### src/rtl/round_countdown_timer.sv
// round_countdown_timer
//   Game-round countdown driven by the free-running centisecond timestamp of
//   the system clock block. Every observed change of the timestamp is one
//   elapsed centisecond. Supports start / pause / resume / abort. Issues a
//   one-cycle expiry pulse when the round reaches 0 s / 0 cs.
//
// Ports
//   clk            system clock
//   reset          synchronous, active-high
//   timestamp      20-bit centisecond count (wraps to 0)
//   start          load duration_sec (clamped to MAX_SEC) and run
//   duration_sec   round length in seconds, sampled on start
//   pause/resume   pause / resume strobes
//   abort          cancel round, return to IDLE
//   remaining_sec  whole seconds left
//   remaining_cs   centiseconds left, 0..99
//   elapsed_cs     centiseconds counted while RUNNING this round (saturating)
//   running/paused/done  state decode (done = EXPIRED)
//   expired        one-cycle pulse on entry to EXPIRED
//   warning        low-time indicator while running or paused
module round_countdown_timer #(
   parameter int MAX_SEC  = 99,
   parameter int WARN_SEC = 10
) (
   input  logic        clk,
   input  logic        reset,
   input  logic [19:0] timestamp,
   input  logic        start,
   input  logic [6:0]  duration_sec,
   input  logic        pause,
   input  logic        resume,
   input  logic        abort,
   output logic [6:0]  remaining_sec,
   output logic [6:0]  remaining_cs,
   output logic [19:0] elapsed_cs,
   output logic        running,
   output logic        paused,
   output logic        done,
   output logic        expired,
   output logic        warning
);

   typedef enum logic [1:0] {
      S_IDLE    = 2'd0,
      S_RUNNING = 2'd1,
      S_PAUSED  = 2'd2,
      S_EXPIRED = 2'd3
   } state_t;

   state_t      r_state;
   logic [19:0] r_ts_prev;
   logic        r_ts_valid;
   logic [6:0]  r_sec;
   logic [6:0]  r_cs;
   logic [19:0] r_elapsed;
   logic        r_expired;

   logic        w_tick;
   logic [6:0]  w_load;

   // Any change of the source is exactly one tick, including wrap and jumps.
   assign w_tick = r_ts_valid && (timestamp != r_ts_prev);
   assign w_load = (duration_sec > 7'(MAX_SEC)) ? 7'(MAX_SEC) : duration_sec;

   always_ff @(posedge clk) begin
      if (reset) begin
         r_state    <= S_IDLE;
         r_ts_prev  <= '0;
         r_ts_valid <= 1'b0;
         r_sec      <= '0;
         r_cs       <= '0;
         r_elapsed  <= '0;
         r_expired  <= 1'b0;
      end else begin
         r_ts_prev  <= timestamp;
         r_ts_valid <= 1'b1;
         r_expired  <= 1'b0;
         if (abort) begin
            // elapsed_cs is deliberately held so the HUD can show it
            r_state <= S_IDLE;
            r_sec   <= '0;
            r_cs    <= '0;
         end else if (start) begin
            r_sec     <= w_load;
            r_cs      <= '0;
            r_elapsed <= '0;
            if (w_load == '0) begin
               r_state   <= S_EXPIRED;
               r_expired <= 1'b1;
            end else begin
               r_state <= S_RUNNING;
            end
         end else if (pause || resume) begin
            // Any pause/resume strobe consumes the cycle: a coincident tick
            // is dropped even when the strobe itself has no effect.
            if (pause && !resume && r_state == S_RUNNING)
               r_state <= S_PAUSED;
            else if (resume && !pause && r_state == S_PAUSED)
               r_state <= S_RUNNING;
         end else if (w_tick && r_state == S_RUNNING) begin
            if (r_elapsed != '1)
               r_elapsed <= r_elapsed + 20'd1;
            if (r_sec == '0 && r_cs <= 7'd1) begin
               r_sec     <= '0;
               r_cs      <= '0;
               r_state   <= S_EXPIRED;
               r_expired <= 1'b1;
            end else if (r_cs != '0) begin
               r_cs <= r_cs - 7'd1;
            end else begin
               r_cs  <= 7'd99;
               r_sec <= r_sec - 7'd1;
            end
         end
      end
   end

   assign remaining_sec = r_sec;
   assign remaining_cs  = r_cs;
   assign elapsed_cs    = r_elapsed;
   assign running       = (r_state == S_RUNNING);
   assign paused        = (r_state == S_PAUSED);
   assign done          = (r_state == S_EXPIRED);
   assign expired       = r_expired;
   assign warning       = (running || paused) && (r_sec < 7'(WARN_SEC));

endmodule

### config.mk
export PLATFORM = sky130hd
export DESIGN_NAME = round_countdown_timer
export DESIGN_NICKNAME = d
export VERILOG_FILES = /design/src/rtl/round_countdown_timer.sv
export SDC_FILE = /design/constraint.sdc
export NUM_CORES = 1
export LEC_CHECK = 0
export ABC_CLOCK_PERIOD_IN_PS = 2300
export BUFFER_PORTS_ARGS = -buffer_cell sky130_fd_sc_hd__buf_2
export CAP_MARGIN = 20
export CORE_MARGIN = 1
export CORE_UTILIZATION = 56
export CTS_BUF_LIST = sky130_fd_sc_hd__clkbuf_2 sky130_fd_sc_hd__clkbuf_4 sky130_fd_sc_hd__clkbuf_8
export DETAILED_ROUTE_END_ITERATION = 8
export GPL_TIMING_DRIVEN = 0
export HOLD_SLACK_MARGIN = 0.05
export PLACE_DENSITY = 0.84
export SLEW_MARGIN = 20
export SYNTH_ARGS = -nofsm -noshare
export SYNTH_HDL_FRONTEND = slang
export SYNTH_SLANG_ARGS = --single-unit
### constraint.sdc
create_clock -name clk -period 2.3 [get_ports clk]
set_clock_uncertainty 0.05 [all_clocks]
set_input_delay 0.575 -clock clk [delete_from_list [all_inputs] [get_ports clk]]
set_output_delay 0.575 -clock clk [all_outputs]
set_load 0.02 [all_outputs]
Yosys cells after proc, flatten, opt, wreduce, memory -nomap -nowiden:

Cells that the tools add are included.

* shift-type cells: 0
* div/mod/pow operators: 0
* bitwise gates (word level): 2
* mux-type cells: 25
* equality and inequality tests: 8
* $mul: 0
* add/subtract/negate cells: 3
* reduce and logical (&&, ||, !) cells: 25
* $lt $le $gt $ge: 3

Operators by type and width (number)
* $mux W20: 4
* $mux W7: 8
* $add A20 B1 Y20 const B: 1
* $ne A20 B20 Y1: 1
* $ne A20 B20 Y1 const B: 1
* $logic_not A7 Y1: 2
* $mux W2: 7
* $sub A7 B1 Y7 const B: 2
* $logic_and A1 B1 Y1: 8
* $gt A7 B7 Y1 const B: 1
* $le A7 B1 Y1 const B: 1
* $lt A7 B4 Y1 const B: 1
* $reduce_bool A7 Y1: 1
* $mux W1: 6
* $reduce_and A3 Y1: 2
* $reduce_bool A3 Y1: 2
* $eq A2 B2 Y1 const B: 2
* $ne A4 B2 Y1 const B: 1
* $reduce_and A4 Y1: 1
* $reduce_bool A2 Y1: 2
* $ne A3 B3 Y1 const B: 1
* $reduce_or A3 Y1: 1
* $eq A2 B1 Y1 const B: 1
* $logic_not A1 Y1: 2
* other kinds (5): 7

* latch bits: 0
* logic and storage cells: 73
* register bits after elaboration: 58
* memories kept: 0
* bits in writable memories: 0
* bits in read-only memories: 0
* input bits: 33

Logic depth before layout (Yosys ltp):

Gate-level depths: netlist of run 1.

* depth after elaboration: 7
* depth in mapped cells: 10

Worst setup path after synthesis of run 1:

No wires, ideal clock.

* path type: reg2reg
* start point: register r_state[1]
* end point: register r_elapsed[14] (netlist: elapsed_cs[14])
* arrival: 2.048 ns
* data required time: 2.176 ns
* stages on the path, launching flop included: 10
* setup slack: 0.127 ns
* buffers on the path: 1
* cells stage by stage: dfxtp_1 -> inv_1 -> ha_1 -> nand3b_4 -> nand2b_4 -> a41oi_4 -> o21ai_4 -> buf_6 -> or4_1 -> a31oi_1

* word-level cells in the longest chain between the ends: 4

Ends and longest elaborated chain
* start, declared: line 50 `state_t r_state;`
* start signal, assigned: line 67 `r_state <= S_IDLE;`
* start signal, assigned: line 80 `r_state <= S_IDLE;`
* start signal, assigned: line 88 `r_state <= S_EXPIRED;`
* $eq A2 B1 Y1
* net running: line 36 `output logic running,`
* $logic_and A1 B1 Y1: line 100 `end else if (w_tick && r_state == S_RUNNING) begin`
* $reduce_bool A2 Y1 (no line)
* $reduce_and A4 Y1 (no line)
* end signal, assigned: line 102 `r_elapsed <= r_elapsed + 20'd1;`
* end, declared: line 55 `logic [19:0] r_elapsed;`

The timed path passes the listed nets, and every way through them passes these cells.
A chain may end at the register's enable or synchronous reset.

Worst setup path after layout of run 1:

* start point: register r_state[1]
* end point: register r_elapsed[14] (netlist: elapsed_cs[14])

* word-level cells in the longest chain between the ends: 4

Ends and longest elaborated chain (line)
* $eq A2 B1 Y1: 100
* $logic_and A1 B1 Y1: 100
* $reduce_bool A2 Y1 (no line)
* $reduce_and A4 Y1 (no line)

No other way between the ends.

==> run metrics, run 1 <==
pwr dens about 610 nW/um2; net switching power just over 600 uW; CTS clk-pin slew, worst paths roughly 80 ps; Skew-Pair Late Insertion Delay between 300 and 400 ps; via count 3292; Routed WL ~8500 um; DR WL met2 3960 um; Worst EP arrival about 2400 ps; Critical Path, Cell by Cell inv_2, ha_4, nand3b_4, nand2b_4, a41oi_4, o21ai_4, buf_6, or4_1, a31oi_1; CP bufs+invs 2; kind of critical path reg -> reg; Ys Warns 0; Initial DRT Pass Iterations 5; share of cells above drive strength 1 26.7%; Seq/Total Area, Yosys ~36%; HP Class in -> reg; routability cong. 0.873; Post-CTS Hold Buffers 0; Final setup viols 0; clock sink total 58; chip height around 78 um; Layout area overhead 22.0%; Slowest-stage cell, CP or4_1; sequential power share a little over two fifths; Synth cell types slightly above 60; slowest stage delay, CP about 470 ps; RSZ-0062 raised after global routing yes; number of global-route vias before repair about 3000; Bufs on Longest Clock Path 2; Cell Area, Synth 3250 um2; Crit path required time 2520 ps; Clock Power Share between 40% and 50%; syn_area_per_cell between 8 and 9 um2; Peak supply drop approximately 0.00044 V; syn nets 414; DIE WIDTH 78.2 um; relative max-transition margin roughly three fifths; Combinational Power Share between 10% and 20%; Die Area between 6000 and 7000 um2; Post-Route M1 WL about 3700 um; Max FO, Critical Path 10; LEAKAGE around 1.6 nW; final cycle utilization of the critical path 96.6%; gr usage total between 20 and 30%; IO Port Bufs 70; ys async rst share 0%; Core Region around 5500 um2; H-tree depth 3; FF+latch count, synth 58; root buffer cell clkbuf_8; top_reg_cell synth dfxtp_1; most frequent cells in the layout buf_2 (72), dfxtp_1 (55), nand2_1 (37); commonest non-fill, non-tap cell in the layout buf_2; post-route ant nets 0; Initial Util approximately three fifths; Post-Place Cell Area between 3000 and 4000 um2; CP Launch Type flip-flop; DR vias/cell 6.19; I/O Pins 72; crit path capture type flip-flop; Peak Freq 450 MHz; Synth Instances 372; initial antenna violation count 0; global-route wire length before repair between 10000 and 15000 um; grt ovf 0; final worst path period need about 2200 ps; Fin. Hold Viols 0; Post-synth EDFFs 0; Final Hold Slack between 400 and 500 ps; Layout Nets around 500; Initial DRC Count between 200 and 300; Least-Margin Pin Slew 572 ps; CTS Buf Count 9; Avg WL per Cell between 15 and 20 um; fin. max-slew vios 0; Rows 27; largest net degree at the start of global routing 11; HPWL after DPL between 6000 and 7000 um; status complete, no violations; Top Layer Used met4; Residual DRC 0; Final Instance Area 3960 um2; ant diodes 0; Sw Ratio around a quarter; maxcap violations 0; CTS tree yes; delay-heaviest family, CP simple AND/OR/NAND/NOR gates; met3 layer wire length in the routed design around 650 um; internal power about 1.8 mW
-- synth_stat cells, types with 2 or more instances --
cell type / instances / area [um2]
nor2b_1: 20 / 125
o2111ai_1: 3 / 26.3
o21ai_0: 5 / 25.0
nor3_1: 10 / 50.1
o21ai_2: 2 / 17.5
nand4_1: 6 / 37.5
nand2_1: 37 / 139
or3_1: 5 / 31.3
a31oi_1: 9 / 56.3
mux2i_1: 3 / 30.0
or4_1: 8 / 60.1
a31o_2: 3 / 26.3
nand4b_1: 2 / 17.5
buf_6: 3 / 33.8
nor2_1: 26 / 97.6
o41ai_1: 2 / 17.5
and3_1: 7 / 43.8
xor2_1: 14 / 123
a311oi_1: 2 / 17.5
nand2b_1: 4 / 25.0
nor4b_1: 2 / 17.5
a21oi_1: 11 / 55.1
dfxtp_1: 58 / 1160
a211oi_1: 3 / 22.5
nor4_1: 4 / 25.0
a221o_1: 2 / 20.0
nand3_1: 10 / 50.1
o31ai_1: 11 / 82.6
xnor2_1: 10 / 87.6
a211o_1: 3 / 26.3
o22ai_1: 2 / 12.5
ha_1: 9 / 113
o311ai_0: 9 / 78.8
buf_2: 2 / 10.0
clkbuf_1: 9 / 33.8
or2_2: 6 / 37.5
nor3b_1: 2 / 15.0
inv_1: 12 / 45.0
o211ai_1: 14 / 105
-- metrics by stage --
step                total power [mW]  setup WS [ps]  instances  util (%)  setup TNS, ps
floorplan                       1.29            127        372         -              0
global placement                1.38           -212        514      66.6          -2930
detailed placement              1.39           -223        514      66.6          -3500
CTS                             2.43           26.7        530      70.6              0
global route                    2.51          -37.8        532      71.5           -165
finish                          2.43           77.2        532      71.5              0
-- power groups by stage --
stage | logic, mW | clock network, mW | registers, mW
floorplan | 0.206 | 0 | 1.08
global placement | 0.301 | 0 | 1.08
detailed placement | 0.309 | 0 | 1.08
CTS | 0.310 | 1.06 | 1.06
global route | 0.352 | 1.10 | 1.06
finish | 0.318 | 1.06 | 1.06
-- registers in the layout (all words and copies together), names as in the netlist --
signal,flops
expired,1
elapsed_cs,20
r_state,2
remaining_cs,7
r_ts_prev,20
remaining_sec,7
r_ts_valid,1
-- timing repair --
action | in CTS | in global routing
gates resized for setup | 1 | 9
buffers inserted | 0 | 2
setup endpoints to repair | 5 | 21
pin swaps | 1 | 1
-- final cells by class --
| type | instances | area, um2 |
|---|---|---|
| buffer | 15 | 85.1 |
| clock buffer | 11 | 145 |
| clock inverter | 5 | 77.6 |
| fill | 466 | 1580 |
| inverter | 12 | 45.0 |
| multi-input combinational | 287 | 1990 |
| sequential | 58 | 1160 |
| tap | 72 | 90.1 |
| timing repair buffer | 72 | 365 |
-- kinds of logic after synthesis --
family | after synthesis | share of synthesized area [%]
buf+inv | 27 | 4.01
fa+ha+maj | 9 | 3.47
flops | 58 | 35.7
simple gates | 160 | 27.5
xor+xnor | 24 | 6.47
compound gates | 91 | 21.9
mux | 3 | 0.925
-- final timing paths --
kind	slack (ps)	start	endpoint	cells after the start
setup / recovery	80	r_state[1]$_SDFFE_PP0P_	elapsed_cs[14]$_SDFFE_PP0P_	9
hold / removal	420	timestamp[3]	r_ts_prev[3]$_SDFF_PP0_	2
setup reg to reg	80	r_state[1]$_SDFFE_PP0P_	elapsed_cs[14]$_SDFFE_PP0P_	9
hold reg to reg	440	elapsed_cs[0]$_SDFFE_PP0P_	elapsed_cs[0]$_SDFFE_PP0P_	1
-- per-layer routing --
metal,global-route usage [%],up-vias
met5,0,-
met4,13.7,0
met3,4.65,19
met2,45.6,169
met1,37.0,1549
li1,-,1555
Note: power is estimated with default switching activity, not from simulation.
==> inputs of run 2 (changes only) <==
--- a/config.mk
+++ b/config.mk
@@ -7,2 +7,3 @@
 export LEC_CHECK = 0
+export ABC_AREA = 1
 export ABC_CLOCK_PERIOD_IN_PS = 2300
@@ -11,3 +12,3 @@
 export CORE_MARGIN = 1
-export CORE_UTILIZATION = 56
+export CORE_UTILIZATION = 57
 export CTS_BUF_LIST = sky130_fd_sc_hd__clkbuf_2 sky130_fd_sc_hd__clkbuf_4 sky130_fd_sc_hd__clkbuf_8
@@ -16,3 +17,3 @@
 export HOLD_SLACK_MARGIN = 0.05
-export PLACE_DENSITY = 0.84
+export PLACE_DENSITY = 0.82
 export SLEW_MARGIN = 20
--- a/constraint.sdc
+++ b/constraint.sdc
@@ -4,2 +4,2 @@
 set_output_delay 0.575 -clock clk [all_outputs]
-set_load 0.02 [all_outputs]
+set_load 0.005 [all_outputs]
==> run metrics, run 2 <==
crit path launch r_state[0]$_SDFFE_PP0P_; grt ovf 0 (unchanged); most common cell in the synthesized netlist nand2_1; H-tree depth 3 (unchanged); delay-heaviest family, CP flip-flops; CTS tree yes; Final Hold Slack 410 ps (-8.42 ps); ant diodes 0 (unchanged); sequential power share 42.7% (-0.8 points); routability cong. 0.907 (+3.9%); Final Util 71.0% (-0.51 points); Synth cell types 40 (-34%); Slowest-stage cell, CP dfxtp_1; Layout area overhead 18.6%; Residual DRC 0 (unchanged); Routed WL 8730 um (+3.2%); relative max-transition margin 71.4% (+9.7 points); initial antenna violation count 0 (unchanged); root buffer cell clkbuf_8; Initial Util 59.9% (+1.3 points); syn_area_per_cell 6.48 um2 (-26%); DIE WIDTH 81.6 um (+4.4%); final worst path period need 2090 ps (-137 ps); Hold Path Origin timestamp[2]; Rows 28 (+3.7%); share of the synthesized area in the top cell type 32.2% (-3.6 points); IO Port Bufs 69 (-1.4%); commonest non-fill, non-tap cell in the layout nand2_1; Die Area 6650 um2 (+8.9%); chip height 81.6 um (+4.4%); post-CTS sizing 0 (-1); FF+latch count, synth 58 (unchanged); Cell Area, Synth 3610 um2 (+11%); post-route ant nets 0 (unchanged); maxcap violations 0 (unchanged); RR Startpoint elapsed_cs[0]$_SDFFE_PP0P_; Core Region 6030 um2 (+8.8%); LEAKAGE 2.14 nW (+30%); Combinational Power Share 14.5% (+1.4 points); CTS clk-pin slew, worst paths 70 ps (about the same); crit path capture type primary output; # Post-CTS Setup Buffers 0 (unchanged); share of cells above drive strength 1 20.9% (-5.9 points); CP Launch Type flip-flop; internal power 1.88 mW (+3.6%); Layout Nets 679 (+37%); Fill cells 517 (+11%); clock sink total 58 (unchanged); Initial DRT Pass Iterations 5 (unchanged); final setup TNS 0 ps (unchanged); pwr dens 598 nW/um2 (-2.6%); CTS Buf Count 9 (unchanged); global-route wire length before repair 14200 um (+4.0%); I/O Pins 72 (unchanged); Post-CTS Hold Buffers 0 (unchanged); Ys Warns 0 (unchanged); number of global-route vias before repair 3343 (+11%); Peak Freq 479 MHz (+6.6%); syn nets 599 (+45%); top_reg_cell synth dfxtp_1; Skew-Pair Late Insertion Delay 340 ps (about the same); Synth top cells by count nand2_1 (147), nor2_1 (94), inv_1 (72); Crit path required time 1670 ps (-850 ps); Critical Path, Cell by Cell inv_1, ha_1, a211oi_1, buf_2; ys async rst share 0% (unchanged); Clock Power Share 42.8% (-0.6 points); Seq/Total Area, Yosys 32.2% (-3.6 points); DR vias/cell 5.27 (-15%); HP Class in -> reg; fin. max-slew vios 0 (unchanged); most frequent cells in the layout nand2_1 (147), nor2_1 (94), buf_2 (74); slowest stage delay, CP 360 ps (-110 ps); Fin. Hold Viols 0 (unchanged); net switching power 678 uW (+9.9%); Synth Instances 557 (+50%); status complete, no violations; Sw Ratio 26.5% (+1.1 points); Peak supply drop 0.000452 V (+2.4%); kind of critical path reg -> out; Bufs on Longest Clock Path 2 (unchanged); RSZ-0062 raised after global routing no; Max FO, Critical Path 3 (-7); Area contributors post-synth dfxtp_1 (32%), nand2_1 (15%), nor2_1 (9.8%), inv_1 (7.5%), nand3_1 (5.7%); Post-synth EDFFs 0 (unchanged); HPWL after DPL 6390 um (+5.6%); Synth area leader dfxtp_1; Final setup viols 0 (unchanged); Avg WL per Cell 12.2 um (-23%); largest net degree at the start of global routing 11 (unchanged); Worst EP arrival 1460 ps (-980 ps); gr usage total 27.8% (-0.67 points); final cycle utilization of the critical path 90.7% (-6.0 points); CP bufs+invs 2 (unchanged); Initial DRC Count 213 (-29%); Least-Margin Pin Slew 425 ps (-147 ps); via count 3779 (+15%)
==> run 2: cell count changes after synthesis, moves of 10 or more <==
cell / change
o31ai_1: -10
a21oi_1: +11
nand3_2: +10
nand3_1: +31
nand2_1: +110
nor2_1: +68
inv_1: +60
nor2b_1: -20
==> run 2: final timing paths <==
check	endpoint	slack [ps]	depth (start not counted)
max	warning	210	4
min	r_ts_prev[2]$_SDFF_PP0_	410	3
min reg2reg	remaining_cs[1]$_SDFFE_PP0P_	450	2
max reg2reg	elapsed_cs[18]$_SDFFE_PP0P_	230	13
==> run 2: worst min-delay path: stages <==
cell and delay (ps):
buf_2 110, inv_2 50, nor2_1 30
==> run 2: per-stage QoR <==
stage / setup WS (ps) / total power, mW / cells / instance area [um2]
detailed placement: 115 / 1.48 / 701 / 4050
global route: 78.8 / 2.67 / 717 / 4280
floorplan: 499 / 1.36 / 557 / 3610
finish: 214 / 2.56 / 717 / 4280
global placement: 146 / 1.47 / 701 / 4050
CTS: 207 / 2.57 / 717 / 4280
==> run 2: layer usage <==
metal	routed length (um)	track usage [%]	vias to the layer above	share of wire, %
met5	0	0	-	0
li1	-	-	1913	-
met3	553	5.78	23	6.3
met1	3950	34.3	1701	45
met4	179	11.6	0	2.1
met2	4050	46.6	142	46
==> run 2: layout make-up <==
| class | count | area, um2 | share of cell area [%] |
|---|---|---|---|
| Timing Repair Buffer | 69 | 345 | 8.07 |
| Clock buffer | 12 | 159 | 3.71 |
| Inverter | 78 | 300 | 7.02 |
| Multi-Input combinational cell | 408 | 2070 | 48.3 |
| Tap cell | 75 | 93.8 | 2.19 |
| Sequential cell | 58 | 1160 | 27.1 |
| Buffer | 13 | 81.3 | 1.90 |
| Clock inverter | 4 | 73.8 | 1.72 |
==> run 2: logic make-up after synthesis <==
kind of cell	share of synthesized area [%]
flops	32.2
fa+ha+maj	3.12
compound gates	8.29
buf+inv	10.6
simple gates	42.2
xor+xnor	3.64
==> run 2: power by group through the flow <==
stage / clock, mW / combinational, mW / sequential, mW
3_5_place_dp: 0 / 0.365 / 1.11
2_1_floorplan: 0 / 0.253 / 1.11
5_1_grt: 1.15 / 0.420 / 1.10
3_3_place_gp: 0 / 0.356 / 1.11
6_report: 1.09 / 0.370 / 1.09
4_1_cts: 1.11 / 0.369 / 1.09
==> inputs of run 3 (changes only) <==
CORE_UTILIZATION = 30   (was 57)
PLACE_DENSITY = not set   (was 0.82)
==> run metrics, run 3 (same netlist as run 2, synthesis figures left out) <==
Fin. Hold Viols 0 (unchanged); share of cells above drive strength 1 20.9% (unchanged); grt ovf 0 (unchanged); ant diodes 0 (unchanged); Slowest-stage cell, CP dfxtp_1; Residual DRC 4 (+4); most frequent cells in the layout nand2_1 (147), nor2_1 (94), buf_2 (74); DIE WIDTH 112 um (+37%); commonest non-fill, non-tap cell in the layout nand2_1; clock sink total 58 (unchanged); status complete, but fails checks; I/O Pins 72 (unchanged); DP Worst Slack 66.0 ps (-48.6 ps); final worst path period need 2120 ps (+36.5 ps); chip height 112 um (+37%); Routed WL 9560 um (+9.6%); maxcap violations 0 (unchanged); Die Area 12500 um2 (+87%); Power, Total 2.44 mW (-4.5%); Rows 39 (+39%); Skew-Pair Late Insertion Delay 350 ps (about the same); final setup TNS 0 ps (unchanged); CTS clk-pin slew, worst paths 70 ps (about the same); post-CTS sizing 0 (unchanged); Max FO, Critical Path 3 (unchanged); DR vias/cell 4.65 (-12%); RSZ-0062 raised after global routing no; routability cong. 0.844 (-6.9%); number of global-route vias before repair 3508 (+4.9%); Layout area overhead 20.2%; IO Port Bufs 69 (unchanged); slowest stage delay, CP 360 ps (about the same); Peak supply drop 0.000202 V (-55%); LEAKAGE 2.13 nW (-0.51%); Crit path required time 1670 ps (about the same); Initial Util 31.2% (-29 points); # Post-CTS Setup Buffers 0 (unchanged); setup ws final 178 ps (-36.5 ps); via count 3651 (-3.4%); kind of critical path reg -> out; CTS Buf Count 9 (unchanged); global-route wire length before repair 16200 um (+14%); failing checks design-rule violations; Least-Margin Pin Slew 438 ps (+13.0 ps); post-route ant nets 0 (unchanged); initial antenna violation count 0 (unchanged); largest net degree at the start of global routing 11 (unchanged); Core Region 11600 um2 (+92%); Initial DRC Count 249 (+17%); Layout Nets 679 (unchanged); CP Launch Type flip-flop; fin. max-slew vios 0 (unchanged); crit path capture type primary output; Bufs on Longest Clock Path 2 (unchanged); final cycle utilization of the critical path 92.3% (+1.6 points); HPWL after DPL 7210 um (+13%); pwr dens 563 nW/um2 (-5.7%); gr usage total 16.2% (-12 points); root buffer cell clkbuf_8; Post-CTS Hold Buffers 0 (unchanged); H-tree depth 3 (unchanged); Peak Freq 471 MHz (-1.7%); Avg WL per Cell 12.2 um (about the same); Worst EP arrival 1500 ps (+40 ps); Initial DRT Pass Iterations 7 (+2); Final setup viols 0 (unchanged); relative max-transition margin 70.8% (-0.60 points); HP Class in -> reg; Critical Path, Cell by Cell inv_1, ha_1, a211oi_1, buf_2; CTS tree yes
==> run 3: cell count changes in the layout (fill, tap and decap cells not counted), sizes merged <==
| cell | previous run | this run |
|---|---|---|
| clkbuf | 16 | 19 |
| bufinv | 2 | 0 |
| clkinv | 2 | 1 |
==> run 3: layer usage <==
layer	track usage (%)	up-vias	routed length, um
met1	20.5	1648	4500
met2	26.7	79	4470
met5	0	-	0
met4	7.48	0	134
li1	-	1911	-
met3	2.72	13	463
==> run 3: critical path: cells and delay by family (launching register included) <==
kind | cells | cell delay (ps)
compound gates | 1 | 250
buf+inv | 2 | 230
flops | 1 | 360
fa+ha+maj | 1 | 310
==> run 3: report_power, final <==
group	switching, mW	internal (mW)	total (mW)
clock network	0.429	0.550	0.979
logic	0.223	0.150	0.373
registers	0.0440	1.05	1.09
==> run 3: worst paths after layout <==
path,startpoint,end,slack [ps],cells past startpoint
max,r_state[0]$_SDFFE_PP0P_,warning,180,4
min,timestamp[2],r_ts_prev[2]$_SDFF_PP0_,400,3
max reg2reg,elapsed_cs[0]$_SDFFE_PP0P_,elapsed_cs[4]$_SDFFE_PP0P_,250,13
min reg2reg,remaining_sec[1]$_SDFFE_PP0P_,remaining_sec[1]$_SDFFE_PP0P_,440,2
==> run 3: layout make-up <==
class | instances | area, um2
sequential | 58 | 1160
clock buffer | 15 | 200
inverter | 78 | 300
buffer | 13 | 81.3
fill | 1227 | 7230
clock inverter | 1 | 5.00
multi-input combinational | 408 | 2070
tap | 143 | 179
timing repair buffer | 69 | 345
==> run 3: stage by stage <==
stage | instances | hold slack, ps | utilization [%] | area (um2)
2_1_floorplan | 557 | 420 | - | 3610
3_3_place_gp | 769 | 428 | 35.7 | 4130
3_5_place_dp | 769 | 435 | 35.7 | 4130
4_1_cts | 785 | 387 | 37.5 | 4340
5_1_grt | 785 | 390 | 37.5 | 4340
6_report | 785 | 400 | 37.5 | 4340
